### src/rtl/csa_tree_accum_if.sv
// Operand/result bundle for csa_tree_accum. The producer side uses the
// master modport, the reduction block uses the slave modport.
interface csa_tree_accum_if #(
    parameter int OP_WIDTH = 27,
    parameter int OP_NUM   = 32,
    parameter int ACC_EXT  = 4
);
    localparam int RES_W = OP_WIDTH + $clog2(OP_NUM) + ACC_EXT;
    localparam int LZ_W  = $clog2(RES_W + 1);

    logic                       in_valid;
    logic                       in_last;
    logic                       signed_mode;
    logic [OP_NUM*OP_WIDTH-1:0] ops_in;
    logic                       out_valid;
    logic [RES_W-1:0]           result;
    logic [LZ_W-1:0]            lz_out;
    logic                       overflow;
    logic [7:0]                 beat_cnt;

    modport master (
        output in_valid, in_last, signed_mode, ops_in,
        input  out_valid, result, lz_out, overflow, beat_cnt
    );

    modport slave (
        input  in_valid, in_last, signed_mode, ops_in,
        output out_valid, result, lz_out, overflow, beat_cnt
    );
endinterface

### src/rtl/csa_tree_accum.sv
// csa_tree_accum: zero-padded 4:2 compressor tree with configurable register
// banks, a carry-propagate stage and a group accumulator that emits one
// result per group with a leading zero/sign count and a sticky overflow.
module csa_tree_accum #(
    parameter int OP_WIDTH   = 27,
    parameter int OP_NUM     = 32,
    parameter int PIPE_EVERY = 1,
    parameter int ACC_EXT    = 4
) (
    input  logic            clk,
    input  logic            rst_n,
    input  logic            en,
    csa_tree_accum_if.slave bus
);
    localparam int LOG_P2 = $clog2(OP_NUM);
    localparam int P2     = 1 << LOG_P2;
    localparam int LEVELS = LOG_P2 - 1;
    localparam int RES_W  = OP_WIDTH + LOG_P2 + ACC_EXT;
    localparam int LZ_W   = $clog2(RES_W + 1);

    // Sum output of a 4:2 compressor built from two chained 3:2 adders.
    function automatic logic [RES_W-1:0] csa42_sum(input logic [RES_W-1:0] a, b, c, d);
        logic [RES_W-1:0] s1, c1;
        s1 = a ^ b ^ c;
        c1 = ((a & b) | (a & c) | (b & c)) << 1;
        return s1 ^ c1 ^ d;
    endfunction

    // Carry output of the same compressor; bits beyond RES_W are dropped.
    function automatic logic [RES_W-1:0] csa42_carry(input logic [RES_W-1:0] a, b, c, d);
        logic [RES_W-1:0] s1, c1;
        s1 = a ^ b ^ c;
        c1 = ((a & b) | (a & c) | (b & c)) << 1;
        return ((s1 & c1) | (s1 & d) | (c1 & d)) << 1;
    endfunction

    // Leading zeros (unsigned) or redundant sign bits (signed, count minus one).
    function automatic logic [LZ_W-1:0] lead_count(input logic [RES_W-1:0] v, input logic sgn);
        logic ref_b;
        logic run;
        int   n;
        ref_b = sgn ? v[RES_W-1] : 1'b0;
        run   = 1'b1;
        n     = 0;
        for (int i = RES_W - 1; i >= 0; i--) begin
            if (run && (v[i] == ref_b)) n = n + 1;
            else                        run = 1'b0;
        end
        return LZ_W'(sgn ? n - 1 : n);
    endfunction

    logic [RES_W-1:0] w_stage [0:LEVELS][0:P2-1];
    logic             w_vld   [0:LEVELS];
    logic             w_lst   [0:LEVELS];
    logic             w_sgn   [0:LEVELS];

    assign w_vld[0] = bus.in_valid;
    assign w_lst[0] = bus.in_valid & bus.in_last;
    assign w_sgn[0] = bus.signed_mode;

    // Operand extension; lanes past OP_NUM are padding and stay zero.
    for (genvar i = 0; i < P2; i++) begin : g_ext
        if (i < OP_NUM) begin : g_op
            logic [OP_WIDTH-1:0] w_op;
            assign w_op          = bus.ops_in[i*OP_WIDTH +: OP_WIDTH];
            assign w_stage[0][i] = {{(RES_W-OP_WIDTH){bus.signed_mode & w_op[OP_WIDTH-1]}}, w_op};
        end else begin : g_pad
            assign w_stage[0][i] = '0;
        end
    end

    for (genvar j = 1; j <= LEVELS; j++) begin : g_lvl
        localparam int N_OUT = P2 >> j;
        logic [RES_W-1:0] w_cmp [0:P2-1];

        // Each group of four vectors from the previous level becomes a sum/carry pair.
        always_comb begin
            for (int p = 0; p < P2; p++) w_cmp[p] = '0;
            for (int p = 0; p < N_OUT / 2; p++) begin
                w_cmp[2*p]   = csa42_sum(w_stage[j-1][4*p], w_stage[j-1][4*p+1],
                                         w_stage[j-1][4*p+2], w_stage[j-1][4*p+3]);
                w_cmp[2*p+1] = csa42_carry(w_stage[j-1][4*p], w_stage[j-1][4*p+1],
                                           w_stage[j-1][4*p+2], w_stage[j-1][4*p+3]);
            end
        end

        if (((j % PIPE_EVERY) == 0) || (j == LEVELS)) begin : g_reg
            logic [RES_W-1:0] r_bank [0:P2-1];
            logic             r_vld;
            logic             r_lst;
            logic             r_sgn;

            // Tree register bank with its valid/last/mode side-band; holds while en=0.
            always_ff @(posedge clk or negedge rst_n) begin
                if (!rst_n) begin
                    for (int p = 0; p < P2; p++) r_bank[p] <= '0;
                    r_vld <= 1'b0;
                    r_lst <= 1'b0;
                    r_sgn <= 1'b0;
                end else if (en) begin
                    for (int p = 0; p < P2; p++) r_bank[p] <= w_cmp[p];
                    r_vld <= w_vld[j-1];
                    r_lst <= w_lst[j-1];
                    r_sgn <= w_sgn[j-1];
                end
            end

            for (genvar i = 0; i < P2; i++) begin : g_o
                assign w_stage[j][i] = r_bank[i];
            end
            assign w_vld[j] = r_vld;
            assign w_lst[j] = r_lst;
            assign w_sgn[j] = r_sgn;
        end else begin : g_comb
            for (genvar i = 0; i < P2; i++) begin : g_o
                assign w_stage[j][i] = w_cmp[i];
            end
            assign w_vld[j] = w_vld[j-1];
            assign w_lst[j] = w_lst[j-1];
            assign w_sgn[j] = w_sgn[j-1];
        end
    end

    logic [RES_W-1:0] r_sum;
    logic             r_cpa_vld;
    logic             r_cpa_lst;
    logic             r_cpa_sgn;

    // Carry-propagate adder on the final two tree vectors.
    always_ff @(posedge clk or negedge rst_n) begin
        if (!rst_n) begin
            r_sum     <= '0;
            r_cpa_vld <= 1'b0;
            r_cpa_lst <= 1'b0;
            r_cpa_sgn <= 1'b0;
        end else if (en) begin
            r_sum     <= w_stage[LEVELS][0] + w_stage[LEVELS][1];
            r_cpa_vld <= w_vld[LEVELS];
            r_cpa_lst <= w_lst[LEVELS];
            r_cpa_sgn <= w_sgn[LEVELS];
        end
    end

    logic [RES_W-1:0] r_acc;
    logic [7:0]       r_cnt;
    logic             r_sticky;
    logic             r_in_grp;
    logic             r_grp_sgn;
    logic             r_out_valid;
    logic [RES_W-1:0] r_result;
    logic [LZ_W-1:0]  r_lz;
    logic             r_ovf;
    logic [7:0]       r_beat_cnt;

    logic [RES_W-1:0] w_acc_next;
    logic             w_carry;
    logic             w_grp_sgn;
    logic             w_ovf_now;
    logic             w_sticky_next;
    logic [7:0]       w_cnt_next;
    logic [LZ_W-1:0]  w_lz;

    // Accumulate the current beat; the group's mode is fixed by its first beat.
    always_comb begin
        w_grp_sgn = r_cpa_sgn;
        if (r_in_grp) w_grp_sgn = r_grp_sgn;
        else          w_grp_sgn = r_cpa_sgn;
        {w_carry, w_acc_next} = {1'b0, r_acc} + {1'b0, r_sum};
        w_ovf_now = 1'b0;
        if (w_grp_sgn) w_ovf_now = (r_acc[RES_W-1] == r_sum[RES_W-1]) &&
                                   (w_acc_next[RES_W-1] != r_acc[RES_W-1]);
        else           w_ovf_now = w_carry;
        w_sticky_next = r_sticky | w_ovf_now;
        w_cnt_next    = r_cnt;
        if (r_cnt == 8'd255) w_cnt_next = 8'd255;
        else                 w_cnt_next = r_cnt + 8'd1;
        w_lz = lead_count(w_acc_next, w_grp_sgn);
    end

    // Group accumulator and result registers; everything clears after a last beat.
    always_ff @(posedge clk or negedge rst_n) begin
        if (!rst_n) begin
            r_acc       <= '0;
            r_cnt       <= 8'd0;
            r_sticky    <= 1'b0;
            r_in_grp    <= 1'b0;
            r_grp_sgn   <= 1'b0;
            r_out_valid <= 1'b0;
            r_result    <= '0;
            r_lz        <= '0;
            r_ovf       <= 1'b0;
            r_beat_cnt  <= 8'd0;
        end else if (en) begin
            r_out_valid <= 1'b0;
            if (r_cpa_vld) begin
                if (r_cpa_lst) begin
                    r_out_valid <= 1'b1;
                    r_result    <= w_acc_next;
                    r_lz        <= w_lz;
                    r_ovf       <= w_sticky_next;
                    r_beat_cnt  <= w_cnt_next;
                    r_acc       <= '0;
                    r_cnt       <= 8'd0;
                    r_sticky    <= 1'b0;
                    r_in_grp    <= 1'b0;
                end else begin
                    r_acc       <= w_acc_next;
                    r_cnt       <= w_cnt_next;
                    r_sticky    <= w_sticky_next;
                    r_in_grp    <= 1'b1;
                    r_grp_sgn   <= w_grp_sgn;
                end
            end
        end
    end

    assign bus.out_valid = r_out_valid;
    assign bus.result    = r_result;
    assign bus.lz_out    = r_lz;
    assign bus.overflow  = r_ovf;
    assign bus.beat_cnt  = r_beat_cnt;
endmodule

### src/flat_wrapper.sv
// flat-port wrapper written by rule: the top's interface ports become plain ports
module csa_tree_accum_flat 
#(
    parameter int OP_WIDTH   = 27,
    parameter int OP_NUM     = 32,
    parameter int PIPE_EVERY = 1,
    parameter int ACC_EXT    = 4
)
  (clk, rst_n, en, bus_in_valid, bus_in_last, bus_signed_mode, bus_ops_in, bus_out_valid, bus_result, bus_lz_out, bus_overflow, bus_beat_cnt);
  csa_tree_accum_if #(.OP_WIDTH(OP_WIDTH), .OP_NUM(OP_NUM), .ACC_EXT(ACC_EXT)) bus_i ();
  input  logic clk;
  input  logic rst_n;
  input  logic en;
  input wire logic [$bits(bus_i.in_valid)-1:0] bus_in_valid;
  input wire logic [$bits(bus_i.in_last)-1:0] bus_in_last;
  input wire logic [$bits(bus_i.signed_mode)-1:0] bus_signed_mode;
  input wire logic [$bits(bus_i.ops_in)-1:0] bus_ops_in;
  output wire logic [$bits(bus_i.out_valid)-1:0] bus_out_valid;
  output wire logic [$bits(bus_i.result)-1:0] bus_result;
  output wire logic [$bits(bus_i.lz_out)-1:0] bus_lz_out;
  output wire logic [$bits(bus_i.overflow)-1:0] bus_overflow;
  output wire logic [$bits(bus_i.beat_cnt)-1:0] bus_beat_cnt;
  assign bus_i.in_valid = bus_in_valid;
  assign bus_i.in_last = bus_in_last;
  assign bus_i.signed_mode = bus_signed_mode;
  assign bus_i.ops_in = bus_ops_in;
  assign bus_out_valid = bus_i.out_valid;
  assign bus_result = bus_i.result;
  assign bus_lz_out = bus_i.lz_out;
  assign bus_overflow = bus_i.overflow;
  assign bus_beat_cnt = bus_i.beat_cnt;
  csa_tree_accum #(.OP_WIDTH(OP_WIDTH), .OP_NUM(OP_NUM), .PIPE_EVERY(PIPE_EVERY), .ACC_EXT(ACC_EXT)) u_core (.clk(clk), .rst_n(rst_n), .en(en), .bus(bus_i));
endmodule
### config.mk
export PLATFORM = sky130hd
export DESIGN_NAME = csa_tree_accum_flat
export DESIGN_NICKNAME = d
export VERILOG_FILES = /design/src/rtl/csa_tree_accum_if.sv /design/src/rtl/csa_tree_accum.sv /design/src/flat_wrapper.sv
export SDC_FILE = /design/constraint.sdc
export NUM_CORES = 2
export LEC_CHECK = 0
export BUFFER_PORTS_ARGS = -buffer_cell sky130_fd_sc_hd__clkbuf_2
export CAP_MARGIN = 40
export CORE_ASPECT_RATIO = 2
export CORE_UTILIZATION = 35
export DETAILED_ROUTE_END_ITERATION = 6
export PLACE_DENSITY = 0.57
export SYNTH_ARGS = -nofsm -noshare
export SYNTH_HDL_FRONTEND = slang
export SYNTH_SLANG_ARGS = --single-unit
### constraint.sdc
create_clock -name clk -period 55.9 [get_ports clk]
set_clock_uncertainty 0.2 [all_clocks]
set_input_delay 11.18 -clock clk [delete_from_list [all_inputs] [get_ports clk]]
set_output_delay 11.18 -clock clk [all_outputs]
set_load 0.02 [all_outputs]
==> impl_metrics.ini <==
[clocking]
cts_made_buffers = 104
postCtsHoldBufs = 0
clock_tree_from_tritoncts = yes
cts_max_level = 3
cts-root-buf = sky130_fd_sc_hd__clkbuf_16
clk_latency_ps = 710
cts-root-to-sink-buffers = 3
clock_sink_count = 1057
cts-resized-gates = 0
cts_setup_buffers = 0
clock_transition_at_the_register_clock_pins_on_the_worst_setup_and_hold_paths_after_cts_ps = 60

[critical_path]
crit_path_frequent_cell = sky130_fd_sc_hd__ha_1
critical_path_arrival_ps = 27180
path_delay_family = adder cells
setup.worst_path.start_class = flop
timing.critical_path.fanout_max = 13
critical_path.reg2reg.startpoint = u_core.r_acc[0]$_DFFE_PN0P_
crit_path_end_kind = flop
worst_setup_path_startpoint = u_core.r_acc[0]$_DFFE_PN0P_
cp_data_required_time_ps = 56270
setup.worst_path.class = reg -> reg
path_buf_inv = 3
critical-path-max-stage-delay_ps = 660
slowest_stage = sky130_fd_sc_hd__o221ai_2

[power]
leakage_power_of_the_design_nw = 33.47
pwr_density_cell_nw_per_um2 = 65.19
ir_drop_mv = 0.05668

[floorplan]
core.rowCount = 225
initial_core_util_pct = 35.25
core_sq_um = 187800
overall_die_width_um = 309.5
die_h_um = 617.0
die_outline_area_sq_um = 191000
top_level_ports = 922

[drt]
via_cell_ratio = 4.931
drc = 0
first_iter_violations = 1643
wl_per_cell_um = 23.95
finalWirelength_mm = 196.9
drtAntennaViolNets = 0
drt_first_pass_iters = 5
vias = 40530

[finish]
drive_gt1_share_pct = 37.90
nets = 7495
syn2layout_area_growth_pct = 16.99
fill_cells = 17680

[timing]
finalSetupTns_ps = 0
final-hold-violation-count = 0
rsz0062_at_grt = false
worst_pin_slew_ps = 1296
setup_slack_ps = 29090
maxClockFrequency_mhz = 37.30
maxSlewViolCount = 0
setup_viol = 0
final.period_utilization_pct = 47.96
max_slew_headroom_at_the_worst_pin_pct = 13.62
period_minus_slack_ps = 26810

[yosys]
cell_area_synth_sq_um = 66190
postSynth.asyncResetShare_pct = 100.0
synthesis.nets = 6578
synth_cell_type_count = 106
synth_enable_flop_cells = 0
synthCells = 4710
synth_area_per_cell_sq_um = 14.05
synthesis.yosys.warnings = 0
seq_area_frac_synth_pct = 39.96
ys_dominant_reg_cell = sky130_fd_sc_hd__dfrtp_1
synth_seq_cells = 1057

[placed_design]
globalplace.congestion = 1.002
pre_cts_ws_ps = 29320
dp_hpwl_mm = 164.1
port_buffers = 921

[grt]
grt_pass1_vias = 45770
grt_start_max_net_pins = 198
globalRouteTotalUtil_pct = 20.94
initial_antenna_violation_count = 32
grt_pass1_wl_mm = 291.5
grt-ovfl-total = 0

[hold_path]
timing.hold.worst.class = reg -> reg
holdCritStartpoint = u_core.bus.result[17]$_DFFE_PN0P_

[flow_run]
drv_cap = 0

[outcome]
status = finished, final reports clean
-- stage by stage --
stage	hold WS, ps	cells	util (%)	total power, mW	cell area, sq um
6_report	277.6	8220	41.24	5.048	77440
5_1_grt	307.1	8213	41.23	5.504	77420
4_1_cts	286.1	8210	41.23	5.158	77410
3_5_place_dp	272.2	8018	39.37	4.403	73920
3_3_place_gp	261.0	8006	39.25	4.347	73710
2_1_floorplan	245.3	4710	-	3.240	66190
-- flip-flops by register name (all words and copies together) (netlist names), 6 cells and up --
| name | flops |
|---|---|
| u_core.g_lvl.g_reg.r_bank | 907 |
| u_core.bus.result | 36 |
| u_core.r_acc | 36 |
| u_core.r_sum | 36 |
| u_core.bus.beat_cnt | 8 |
| u_core.r_cnt | 8 |
| u_core.bus.lz_out | 6 |
-- area by class of cell --
| class | count | area [sq um] | area share, % |
|---|---|---|---|
| flip-flops and latches | 1057 | 26450 | 34.16 |
| clock inverters | 38 | 410.4 | 0.5300 |
| diodes | 10 | 25.02 | 0.03232 |
| inverters | 84 | 315.3 | 0.4072 |
| repair buffers | 983 | 5280 | 6.819 |
| multi-input cells | 3397 | 38750 | 50.04 |
| clock buffers | 154 | 3080 | 3.978 |
| well taps | 2497 | 3124 | 4.035 |
-- final timing paths --
check	slack, ps	cells after the start	to
worst max-delay path	29090	121	u_core.bus.lz_out[5]$_DFFE_PN0P_
worst min-delay path	280	2	u_core.bus.result[17]$_DFFE_PN0P_
worst max register to register	29090	121	u_core.bus.lz_out[5]$_DFFE_PN0P_
worst min register to register	280	2	u_core.bus.result[17]$_DFFE_PN0P_
max in group asynchronous	41260	6	u_core.g_lvl[1].g_reg.r_bank[577]$_DFFE_PN0P_
min in group asynchronous	10250	1	u_core.g_lvl[1].g_reg.r_bank[942]$_DFFE_PN0P_
-- cells in the final DEF, fill, tap and decap left out, types with 32 or more instances in the layout --
| cell | Yosys | layout |
|---|---|---|
| sky130_fd_sc_hd__a21o_1 | 41 | 41 |
| sky130_fd_sc_hd__a21oi_1 | 111 | 111 |
| sky130_fd_sc_hd__and2_1 | 55 | 55 |
| sky130_fd_sc_hd__buf_4 | 5 | 49 |
| sky130_fd_sc_hd__clkbuf_16 | 0 | 104 |
| sky130_fd_sc_hd__clkbuf_2 | 0 | 919 |
| sky130_fd_sc_hd__dfrtp_1 | 1057 | 1057 |
| sky130_fd_sc_hd__fa_1 | 873 | 873 |
| sky130_fd_sc_hd__ha_1 | 125 | 125 |
| sky130_fd_sc_hd__inv_1 | 83 | 83 |
| sky130_fd_sc_hd__mux2_2 | 946 | 946 |
| sky130_fd_sc_hd__mux2i_1 | 32 | 32 |
| sky130_fd_sc_hd__nand2_1 | 237 | 236 |
| sky130_fd_sc_hd__nand3_1 | 70 | 70 |
| sky130_fd_sc_hd__nor2_1 | 146 | 146 |
| sky130_fd_sc_hd__nor3_1 | 62 | 62 |
| sky130_fd_sc_hd__o21ai_0 | 163 | 163 |
| sky130_fd_sc_hd__xnor2_1 | 79 | 78 |
| sky130_fd_sc_hd__xor2_1 | 37 | 37 |
-- Yosys cell counts (19+ instances only) --
cell type                  number  area, sq um
sky130_fd_sc_hd__xnor2_1       79        691.9
sky130_fd_sc_hd__ha_1         125         1564
sky130_fd_sc_hd__fa_1         873        17480
sky130_fd_sc_hd__o21ai_0      163        815.8
sky130_fd_sc_hd__xor2_1        37        324.1
sky130_fd_sc_hd__nand2b_1      22        137.6
sky130_fd_sc_hd__nand2_1      237        889.6
sky130_fd_sc_hd__mux2_2       946        10650
sky130_fd_sc_hd__a31oi_1       19        118.9
sky130_fd_sc_hd__or3_1         20        125.1
sky130_fd_sc_hd__a21o_1        41        307.8
sky130_fd_sc_hd__nor2_1       146        548.0
sky130_fd_sc_hd__and3_1        23        143.9
sky130_fd_sc_hd__and2_1        55        344.1
sky130_fd_sc_hd__clkbuf_1     146        548.0
sky130_fd_sc_hd__nor3_1        62        310.3
sky130_fd_sc_hd__a21oi_1      111        555.5
sky130_fd_sc_hd__nand3_1       70        350.3
sky130_fd_sc_hd__dfrtp_1     1057        26450
sky130_fd_sc_hd__mux2i_1       32        320.3
sky130_fd_sc_hd__inv_1         83        311.6
-- kinds of logic (layout without fill, tap and decap cells) --
family          count (synthesis)  count (layout)  synth area share (%)
flops                        1057            1057                 39.96
buf+inv                       256            1259                 1.520
other cells                     0              10                     0
xor+xnor                      131             131                 2.015
compound gates                558             558                 5.673
simple gates                  730             730                 5.446
fa+ha+maj                     999             999                 28.78
mux                           979             979                 16.60
-- layer usage --
metal	GRT usage (%)	up-vias	share of wire (%)
met4	9.490	2	5.0
li1	-	18250	-
met1	21.62	21020	34
met2	41.28	979	57
met5	0	-	0.0041
met3	2.251	286	3.3
-- where the power goes --
group          switching, mW  total, mW  internal (mW)
logic                   1.66       2.96           1.30
registers              0.287       1.37           1.08
clock network          0.319      0.725          0.407
total                   2.27       5.05           2.78
-- worst min-delay path, stage by stage (launching register included) --
cell and delay, ps:
sky130_fd_sc_hd__dfrtp_1 340, sky130_fd_sc_hd__nand2_1 40, sky130_fd_sc_hd__o21ai_0 60
Power figures use the tool's default switching activity.
